### src/rtl/ab_gen_if.sv
// ab_gen_if: sequencer <-> address generator bundle (control in, address buses out).
// Latency: n/a (wires only); AD/page_cross are combinational, AB/PC/busy are registered in ab_gen.
// Backpressure: hold (RDY low) freezes the generator; no other flow control.
// Ports: op/db/idx/ld_opl/ld_pc/inc_pc/hold driven by the sequencer (master),
//        AD/AB/PC/page_cross/busy driven by ab_gen (slave).
interface ab_gen_if #(
   parameter int AW = 16,
   parameter int PW = 8
);
   logic [4:0]    op;
   logic [PW-1:0] db;
   logic [PW-1:0] idx;
   logic          ld_opl;
   logic          ld_pc;
   logic          inc_pc;
   logic          hold;
   logic [AW-1:0] AD;
   logic [AW-1:0] AB;
   logic [AW-1:0] PC;
   logic          page_cross;
   logic          busy;

   modport master (
      output op, db, idx, ld_opl, ld_pc, inc_pc, hold,
      input  AD, AB, PC, page_cross, busy
   );

   modport slave (
      input  op, db, idx, ld_opl, ld_pc, inc_pc, hold,
      output AD, AB, PC, page_cross, busy
   );
endinterface

### src/rtl/ab_gen.sv
// ab_gen: full-width address generator (base + offset) with optional page-cross fix-up cycle.
// Latency: AD combinational, AB/PC one clk; a page cross in FIXUP mode costs one extra cycle (busy=1).
// Backpressure: hold freezes AB, OPL and FSM state (a pending fix-up survives hold); PC still loads.
// Ports: clk, rst (async active-high), bus (ab_gen_if.slave): op[4:3] base, op[2:1] offset,
//        op[0] page-wrap, db, idx, ld_opl, ld_pc, inc_pc, hold in; AD, AB, PC, page_cross, busy out.
module ab_gen #(
   parameter int            AW       = 16,
   parameter int            PW       = 8,
   parameter int            FIXUP    = 0,
   parameter logic [AW-1:0] RESET_AB = AW'(16'hFFFC)
) (
   input  logic    clk,
   input  logic    rst,
   ab_gen_if.slave bus
);

   localparam int HW = AW - PW;   // width of the page (high) part

   typedef enum logic {
      S_IDLE = 1'b0,
      S_FIX  = 1'b1
   } state_t;

   state_t        state_q, state_d;
   logic          dec_q, dec_d;     // latched fix-up direction: 1 = decrement high part
   logic [PW-1:0] opl_q;
   logic [AW-1:0] ab_q;
   logic [AW-1:0] pc_q;

   logic [AW-1:0] base;
   logic [AW-1:0] offset;
   logic [AW-1:0] full_sum;
   logic [PW:0]   low_sum;
   logic          carry;
   logic          is_dec;
   logic          pcross;
   logic [AW-1:0] ad;
   logic [HW-1:0] ab_hi_adj;

   // Base select
   always_comb begin
      case (bus.op[4:3])
         2'b00:   base = '0;
         2'b01:   base = ab_q;
         2'b10:   base = pc_q;
         default: base = {HW'(bus.db), opl_q};
      endcase
   end

   // Offset select; idx only reaches the adder when selected, so an unknown
   // idx cannot leak into AD for the other offsets.
   always_comb begin
      case (bus.op[2:1])
         2'b00:   offset = '0;
         2'b01:   offset = AW'(1);
         2'b10:   offset = AW'(bus.idx);
         default: offset = '1;
      endcase
   end

   assign is_dec   = (bus.op[2:1] == 2'b11);
   assign low_sum  = {1'b0, base[PW-1:0]} + {1'b0, offset[PW-1:0]};
   assign carry    = low_sum[PW];
   assign full_sum = base + offset;

   // High part of the held address, nudged one page in the latched direction.
   assign ab_hi_adj = dec_q ? (ab_q[AW-1:PW] - HW'(1)) : (ab_q[AW-1:PW] + HW'(1));

   // Next-state / next-address logic
   always_comb begin
      state_d = state_q;
      dec_d   = dec_q;
      ad      = full_sum;
      pcross  = 1'b0;
      if (state_q == S_FIX) begin
         // op is ignored: finish the deferred carry/borrow on the held address
         ad      = {ab_hi_adj, ab_q[PW-1:0]};
         state_d = S_IDLE;
      end else if (bus.op[0]) begin
         // page wrap: high part passes through untouched
         ad = {base[AW-1:PW], low_sum[PW-1:0]};
      end else begin
         // adding all-ones borrows exactly when there is no carry out
         pcross = is_dec ? ~carry : carry;
         if (FIXUP != 0) begin
            ad = {base[AW-1:PW], low_sum[PW-1:0]};
            if (pcross) begin
               state_d = S_FIX;
               dec_d   = is_dec;
            end
         end
      end
   end

   // FSM state register
   always_ff @(posedge clk or posedge rst) begin
      if (rst) begin
         state_q <= S_IDLE;
         dec_q   <= 1'b0;
      end else if (!bus.hold) begin
         state_q <= state_d;
         dec_q   <= dec_d;
      end
   end

   // Address, operand latch and program counter
   always_ff @(posedge clk or posedge rst) begin
      if (rst) begin
         ab_q  <= RESET_AB;
         opl_q <= '0;
         pc_q  <= '0;
      end else begin
         if (!bus.hold) begin
            ab_q <= ad;
            if (bus.ld_opl) begin
               opl_q <= bus.db;
            end
         end
         // PC ignores hold and always uses the pre-edge AB (unfixed during a fix-up)
         if (bus.ld_pc) begin
            pc_q <= ab_q + AW'(bus.inc_pc);
         end
      end
   end

   assign bus.AD         = ad;
   assign bus.AB         = ab_q;
   assign bus.PC         = pc_q;
   assign bus.page_cross = pcross;
   assign bus.busy       = (state_q == S_FIX);

endmodule

### src/flat_wrapper.sv
// flat-port wrapper written by rule: the top's interface ports become plain ports
module ab_gen_flat 
#(
   parameter int            AW       = 16,
   parameter int            PW       = 8,
   parameter int            FIXUP    = 0,
   parameter logic [AW-1:0] RESET_AB = AW'(16'hFFFC)
)
  (clk, rst, bus_op, bus_db, bus_idx, bus_ld_opl, bus_ld_pc, bus_inc_pc, bus_hold, bus_AD, bus_AB, bus_PC, bus_page_cross, bus_busy);
  ab_gen_if #(.AW(AW), .PW(PW)) bus_i ();
  input  logic clk;
  input  logic rst;
  input wire logic [$bits(bus_i.op)-1:0] bus_op;
  input wire logic [$bits(bus_i.db)-1:0] bus_db;
  input wire logic [$bits(bus_i.idx)-1:0] bus_idx;
  input wire logic [$bits(bus_i.ld_opl)-1:0] bus_ld_opl;
  input wire logic [$bits(bus_i.ld_pc)-1:0] bus_ld_pc;
  input wire logic [$bits(bus_i.inc_pc)-1:0] bus_inc_pc;
  input wire logic [$bits(bus_i.hold)-1:0] bus_hold;
  output wire logic [$bits(bus_i.AD)-1:0] bus_AD;
  output wire logic [$bits(bus_i.AB)-1:0] bus_AB;
  output wire logic [$bits(bus_i.PC)-1:0] bus_PC;
  output wire logic [$bits(bus_i.page_cross)-1:0] bus_page_cross;
  output wire logic [$bits(bus_i.busy)-1:0] bus_busy;
  assign bus_i.op = bus_op;
  assign bus_i.db = bus_db;
  assign bus_i.idx = bus_idx;
  assign bus_i.ld_opl = bus_ld_opl;
  assign bus_i.ld_pc = bus_ld_pc;
  assign bus_i.inc_pc = bus_inc_pc;
  assign bus_i.hold = bus_hold;
  assign bus_AD = bus_i.AD;
  assign bus_AB = bus_i.AB;
  assign bus_PC = bus_i.PC;
  assign bus_page_cross = bus_i.page_cross;
  assign bus_busy = bus_i.busy;
  ab_gen #(.AW(AW), .PW(PW), .FIXUP(FIXUP), .RESET_AB(RESET_AB)) u_core (.clk(clk), .rst(rst), .bus(bus_i));
endmodule
### config.mk
export PLATFORM = sky130hd
export DESIGN_NAME = ab_gen_flat
export DESIGN_NICKNAME = d
export VERILOG_FILES = /design/src/rtl/ab_gen_if.sv /design/src/rtl/ab_gen.sv /design/src/flat_wrapper.sv
export SDC_FILE = /design/constraint.sdc
export NUM_CORES = 1
export LEC_CHECK = 0
export CORE_MARGIN = 10
export CORE_UTILIZATION = 54
export DETAILED_ROUTE_END_ITERATION = 10
export PLACE_DENSITY_LB_ADDON = 0.05
export SETUP_SLACK_MARGIN = 0.3
export SYNTH_ARGS = -nofsm -noshare
export SYNTH_HDL_FRONTEND = slang
export SYNTH_SLANG_ARGS = --single-unit
### constraint.sdc
create_clock -name clk -period 11.9 [get_ports clk]
set_clock_uncertainty 0.2 [all_clocks]
set_input_delay 3.57 -clock clk [delete_from_list [all_inputs] [get_ports clk]]
set_output_delay 3.57 -clock clk [all_outputs]
set_load 0.005 [all_outputs]
After elaboration in Yosys (flattened, before gate mapping) --
Cells that the tools add are included. Widths: inputs -> output; s select.
Word-level totals: bits in registers 40, input port bits 27, output and inout port bits 50, logic and storage cells 21
Cells by class: add/subtract/negate cells 3, eq/ne operators 5, multiplexer cells 5, bitwise operators 2, reduce and logical (&&, ||, !) cells 3
Operators with widths (number):
- $pmux 16 s3 | 2
- $add 16x1->16 | 1
- $add 16x16->16 | 1
- $mux 16 | 1
- $add 8x8->9 | 1
- $eq 2x2->1 const B | 3
- $eq 2x1->1 const B | 2
- $logic_not 2->1 | 2
- $mux 1 | 2
- $not 1->1 | 2
- $reduce_and 2->1 | 1

Depth between registers and ports, before layout --
depth in word-level cells 6, depth in mapped cells 13, mapped depth without buffers 10

Least setup slack after synthesis --
No wires, ideal clock.
path type input to output, start point input bus_op[3], end point output bus_AD[8], arrival 6.237 ns, data required time 8.130 ns, path slack 1.893 ns, stages 12, path buffers 2, cell sequence buf_6 clkbuf_1 mux2_2 a22o_1 ha_1 fa_1 a211oi_1 o21bai_1 a21oi_1 o21ai_0 xnor2_1 o21ai_0
Between the ends: cells in the longest elaborated chain, start to end 4, elaborated cells between the ends (all ways) 6, classes of those cells add/sub (1); eq/ne (2); mux (2); reduce/logical (1)
RTL lines:
- start, declared | RTL line flat_wrapper.sv:13 | input wire logic [$bits(bus_i.op)-1:0] bus_op;
- $eq 2x2->1 (tied with other cells) | RTL line ab_gen.sv:42 | case (bus.op[4:3])
- $pmux 16 s3 * | RTL line ab_gen.sv:42
- $add 16x16->16 | RTL line ab_gen.sv:64 | assign full_sum = base + offset;
- $mux 16 * | RTL line ab_gen.sv:79 | end else if (bus.op[0]) begin
- end, declared | RTL line flat_wrapper.sv:20 | output wire logic [$bits(bus_i.AD)-1:0] bus_AD;
Every way passes the cells marked *; elsewhere a longest branch is shown, timed or not.

Worst setup path in the final report --
start point input bus_op[4], end point output bus_AD[8]
The elaborated chain is that of the path after synthesis.

==> impl_metrics.xml <==
<?xml version="1.0" encoding="UTF-8"?>
<metrics>
  <group name="outcome">
    <metric name="status" unit="">finished clean</metric>
  </group>
  <group name="clock_tree">
    <metric name="ctsHoldBuffers" unit="">0</metric>
    <metric name="htreeDepth" unit="">2</metric>
    <metric name="cts_root_buffer" unit="">sky130_fd_sc_hd__clkbuf_8</metric>
    <metric name="worst_setup_hold_path_clk_slew" unit="ns">0.07</metric>
    <metric name="clk_buf_depth" unit="">2</metric>
    <metric name="cts_tree" unit="">done</metric>
    <metric name="postCtsSetupBuffers" unit="">0</metric>
    <metric name="clk_latency" unit="ns">0.29</metric>
    <metric name="clock_sink_count" unit="">40</metric>
    <metric name="cts_made_buffers" unit="">5</metric>
    <metric name="ctsResizeCount" unit="">0</metric>
  </group>
  <group name="synth">
    <metric name="synth_warnings" unit="">0</metric>
    <metric name="postSynth.topFlopCell" unit="">sky130_fd_sc_hd__dfrtp_1</metric>
    <metric name="syn-num-nets" unit="">387</metric>
    <metric name="post_synth_inst_count" unit="">341</metric>
    <metric name="post-synth-top-count-cell" unit="">sky130_fd_sc_hd__mux2_2</metric>
    <metric name="synth_edf_count" unit="">0</metric>
    <metric name="synth.largest_area_cell" unit="">sky130_fd_sc_hd__dfrtp_1</metric>
    <metric name="postSynth.asyncResetShare" unit="%">100</metric>
    <metric name="yosys_register_bits" unit="">40</metric>
    <metric name="area_share_of_the_largest_cell_type_after_synthesis" unit="%">20.7</metric>
    <metric name="synth.yosys.seq_area_share" unit="%">32.3</metric>
    <metric name="avgSynthCellArea" unit="sq um">9.24</metric>
    <metric name="ys_types" unit="">50</metric>
    <metric name="synth.area.top_cells" unit="">sky130_fd_sc_hd__dfrtp_1, sky130_fd_sc_hd__mux2_2, sky130_fd_sc_hd__dfstp_2, sky130_fd_sc_hd__ha_1, sky130_fd_sc_hd__xnor2_1</metric>
    <metric name="syn-cell-area" unit="sq mm">0.00315</metric>
    <metric name="synth_commonest_cells" unit="">sky130_fd_sc_hd__mux2_2, sky130_fd_sc_hd__nor2_1, sky130_fd_sc_hd__a21oi_1</metric>
  </group>
  <group name="layout">
    <metric name="fin_nets" unit="">449</metric>
    <metric name="fillcell_total" unit="">450</metric>
    <metric name="flow.area_growth_from_synthesis" unit="%">27.4</metric>
    <metric name="fraction_of_final_layout_cells_with_drive_strength_greater_than_1" unit="%">16.6</metric>
    <metric name="diodes" unit="">0</metric>
  </group>
  <group name="die">
    <metric name="initial_util" unit="%">56.5</metric>
    <metric name="io_pins" unit="">77</metric>
    <metric name="die-height" unit="um">96.4</metric>
    <metric name="fp-row-count" unit="">27</metric>
    <metric name="core_region_area" unit="sq mm">0.00557</metric>
    <metric name="die_width" unit="um">96.4</metric>
    <metric name="fp.dieArea" unit="sq mm">0.00929</metric>
  </group>
  <group name="placement">
    <metric name="dp_hpwl" unit="um">6860</metric>
    <metric name="place_congestion" unit="">0.902</metric>
    <metric name="portBuffers" unit="">75</metric>
    <metric name="dpl_ws" unit="ns">0.691</metric>
  </group>
  <group name="critical_path">
    <metric name="worst-path-max-fanout" unit="">18</metric>
    <metric name="critical_path.reg2reg.startpoint" unit="">u_core.bus.PC[0]$_DFFE_PP0P_</metric>
    <metric name="crit_path_start" unit="">bus_op[4]</metric>
    <metric name="timing_worst_setup_path_type" unit="">in2out</metric>
    <metric name="timing.critical_path.to_type" unit="">primary output</metric>
    <metric name="worstSetupStartpointType" unit="">input pin</metric>
    <metric name="critPathRequiredTime" unit="ns">8.13</metric>
    <metric name="crit_arrival" unit="ns">7.51</metric>
  </group>
  <group name="route">
    <metric name="viasPerCell" unit="">5.92</metric>
    <metric name="route.vias.total" unit="">2818</metric>
    <metric name="detailedRoute.firstPassIterationCount" unit="">5</metric>
    <metric name="detail_route.iter0.violations" unit="">190</metric>
    <metric name="drt_wl_total" unit="um">8780</metric>
    <metric name="detail_route.drc_violations" unit="">0</metric>
    <metric name="detail_route.wl_per_cell" unit="um">18.4</metric>
    <metric name="number_of_nets_with_antenna_violations_after_routing" unit="">0</metric>
  </group>
  <group name="job">
    <metric name="cap_violations" unit="">0</metric>
  </group>
  <group name="grt">
    <metric name="grt_usage" unit="%">18.6</metric>
    <metric name="grt_antenna_before_repair" unit="">0</metric>
    <metric name="grt_pass1_vias" unit="">2685</metric>
    <metric name="pin_count_of_the_biggest_net_entering_global_routing" unit="">41</metric>
    <metric name="global_route.overflow_total" unit="">0</metric>
    <metric name="global_route_wire_length_before_repair" unit="um">13800</metric>
  </group>
  <group name="hold_path">
    <metric name="hold_class" unit="">reg2reg</metric>
    <metric name="worst_hold_startpoint" unit="">u_core.opl_q[0]$_DFFE_PP0P_</metric>
  </group>
  <group name="power">
    <metric name="leakage" unit="nW">1.61</metric>
    <metric name="share_seq_of_total_power" unit="%">34.2</metric>
    <metric name="power_density" unit="mW/mm^2">175</metric>
    <metric name="clock_power_share" unit="%">15.1</metric>
    <metric name="ir_drop" unit="mV">0.101</metric>
    <metric name="p_sw_share" unit="%">34.8</metric>
    <metric name="p_switching" unit="W">0.000245</metric>
    <metric name="internal_portion_of_total_power" unit="W">0.000459</metric>
    <metric name="p_comb_share" unit="%">50.7</metric>
    <metric name="total_power" unit="W">0.000704</metric>
  </group>
  <group name="timing">
    <metric name="rsz_0062_raised_after_global_routing" unit="">false</metric>
    <metric name="final.period_utilization" unit="%">94.8</metric>
    <metric name="timing_max_transition_violations_final" unit="">0</metric>
    <metric name="relSlewSlack" unit="%">27.0</metric>
    <metric name="finalHoldWorstSlack" unit="ns">0.310</metric>
    <metric name="final_critical_path_setup_slack" unit="ns">0.618</metric>
    <metric name="fin_tns_setup" unit="ns">0</metric>
    <metric name="layout_min_cycle_time" unit="ns">11.28</metric>
    <metric name="final-setup-viol-count" unit="">0</metric>
    <metric name="hold_viol_final" unit="">0</metric>
    <metric name="max_slew.worst_pin.slew" unit="ns">1.09</metric>
    <metric name="achievable-frequency" unit="GHz">0.0886</metric>
  </group>
</metrics>
final cells by class:
class                   count  area, sq um  area share (%)
well taps                  72         90.1            2.25
flip-flops and latches     40         1020            25.4
repair buffers             78          773            19.3
clock inverters             2         35.0           0.873
clock buffers               6         72.6            1.81
inverters                   7         26.3           0.655
multi-input cells         271         2000            49.8
power groups by stage:
stage / clock (W) / combinational (W) / sequential [W]
2_1_floorplan: 0 / 0.000187 / 0.000231
3_3_place_gp: 0 / 0.000350 / 0.000242
3_5_place_dp: 0 / 0.000355 / 0.000244
4_1_cts: 0.000109 / 0.000359 / 0.000241
5_1_grt: 0.000115 / 0.000386 / 0.000249
6_report: 0.000106 / 0.000357 / 0.000241
state kept, by name, summed over array words and instances, names as in the netlist:
signal and count:
u_core.bus.PC 16, u_core.opl_q 8, u_core.bus.AB 16
per-layer routing:
layer	share of wire, %	vias to the layer above	track usage [%]	wire length [um]
met5	0	-	0	0
met4	1.1	0	4.84	99
met3	8.2	8	3.47	719
met2	47	100	29.7	4090
met1	44	1341	25.3	3870
li1	-	1369	-	-
critical path, stage by stage:
cell                              delay, ns
sky130_fd_sc_hd__clkdlybuf4s50_1       0.40
sky130_fd_sc_hd__buf_4                 0.19
sky130_fd_sc_hd__nor2b_1               0.85
sky130_fd_sc_hd__a22o_1                0.29
sky130_fd_sc_hd__ha_1                  0.22
sky130_fd_sc_hd__fa_1                  0.26
sky130_fd_sc_hd__a211oi_1              0.09
sky130_fd_sc_hd__o21bai_1              0.20
sky130_fd_sc_hd__a21oi_1               0.14
sky130_fd_sc_hd__o21ai_0               0.35
sky130_fd_sc_hd__xnor2_1               0.15
sky130_fd_sc_hd__o21ai_0               0.23
sky130_fd_sc_hd__clkdlybuf4s50_1       0.56
final timing paths:
kind	endpoint	slack (ns)	cells after the start
worst min-delay path	u_core.opl_q[0]$_DFFE_PP0P_	0.31	1
min in group asynchronous	u_core.bus.PC[0]$_DFFE_PP0P_	3.49	3
worst max register to register	u_core.bus.AB[12]$_DFFE_PP1N_	8.82	10
worst min register to register	u_core.opl_q[0]$_DFFE_PP0P_	0.31	1
worst max-delay path	bus_AD[8]	0.62	13
max in group asynchronous	u_core.bus.AB[11]$_DFFE_PP1N_	7.64	3
kinds of logic after synthesis:
group,share of synthesized area [%]
buffers and inverters,4.29
adder cells (fa/ha/maj),7.78
XOR/XNOR,7.23
AND/OR/NAND/NOR,12.7
AO/OA/AOI/OAI,22.9
flip-flops,32.3
multiplexers,12.6
other,0.119
layout by cell type, fill, tap and decap left out, drive strengths merged, types with 10 or more instances in the layout:
cell type,n
clkdlybuf4s50,75
mux2,35
nor2,32
a21oi,31
dfrtp,26
nand2,20
o21ai,19
xnor2,18
ha,18
a22o,16
dfstp,14
nand3,10
per-stage QoR:
step / instances / area (sq um) / utilization [%]
detailed placement: 468 / 3910 / 70.1
global route: 476 / 4010 / 72.0
CTS: 476 / 4010 / 72.0
finish: 476 / 4010 / 72.0
global placement: 468 / 3910 / 70.1
floorplan: 341 / 3150 / -
(Power assumes the default switching activity.)
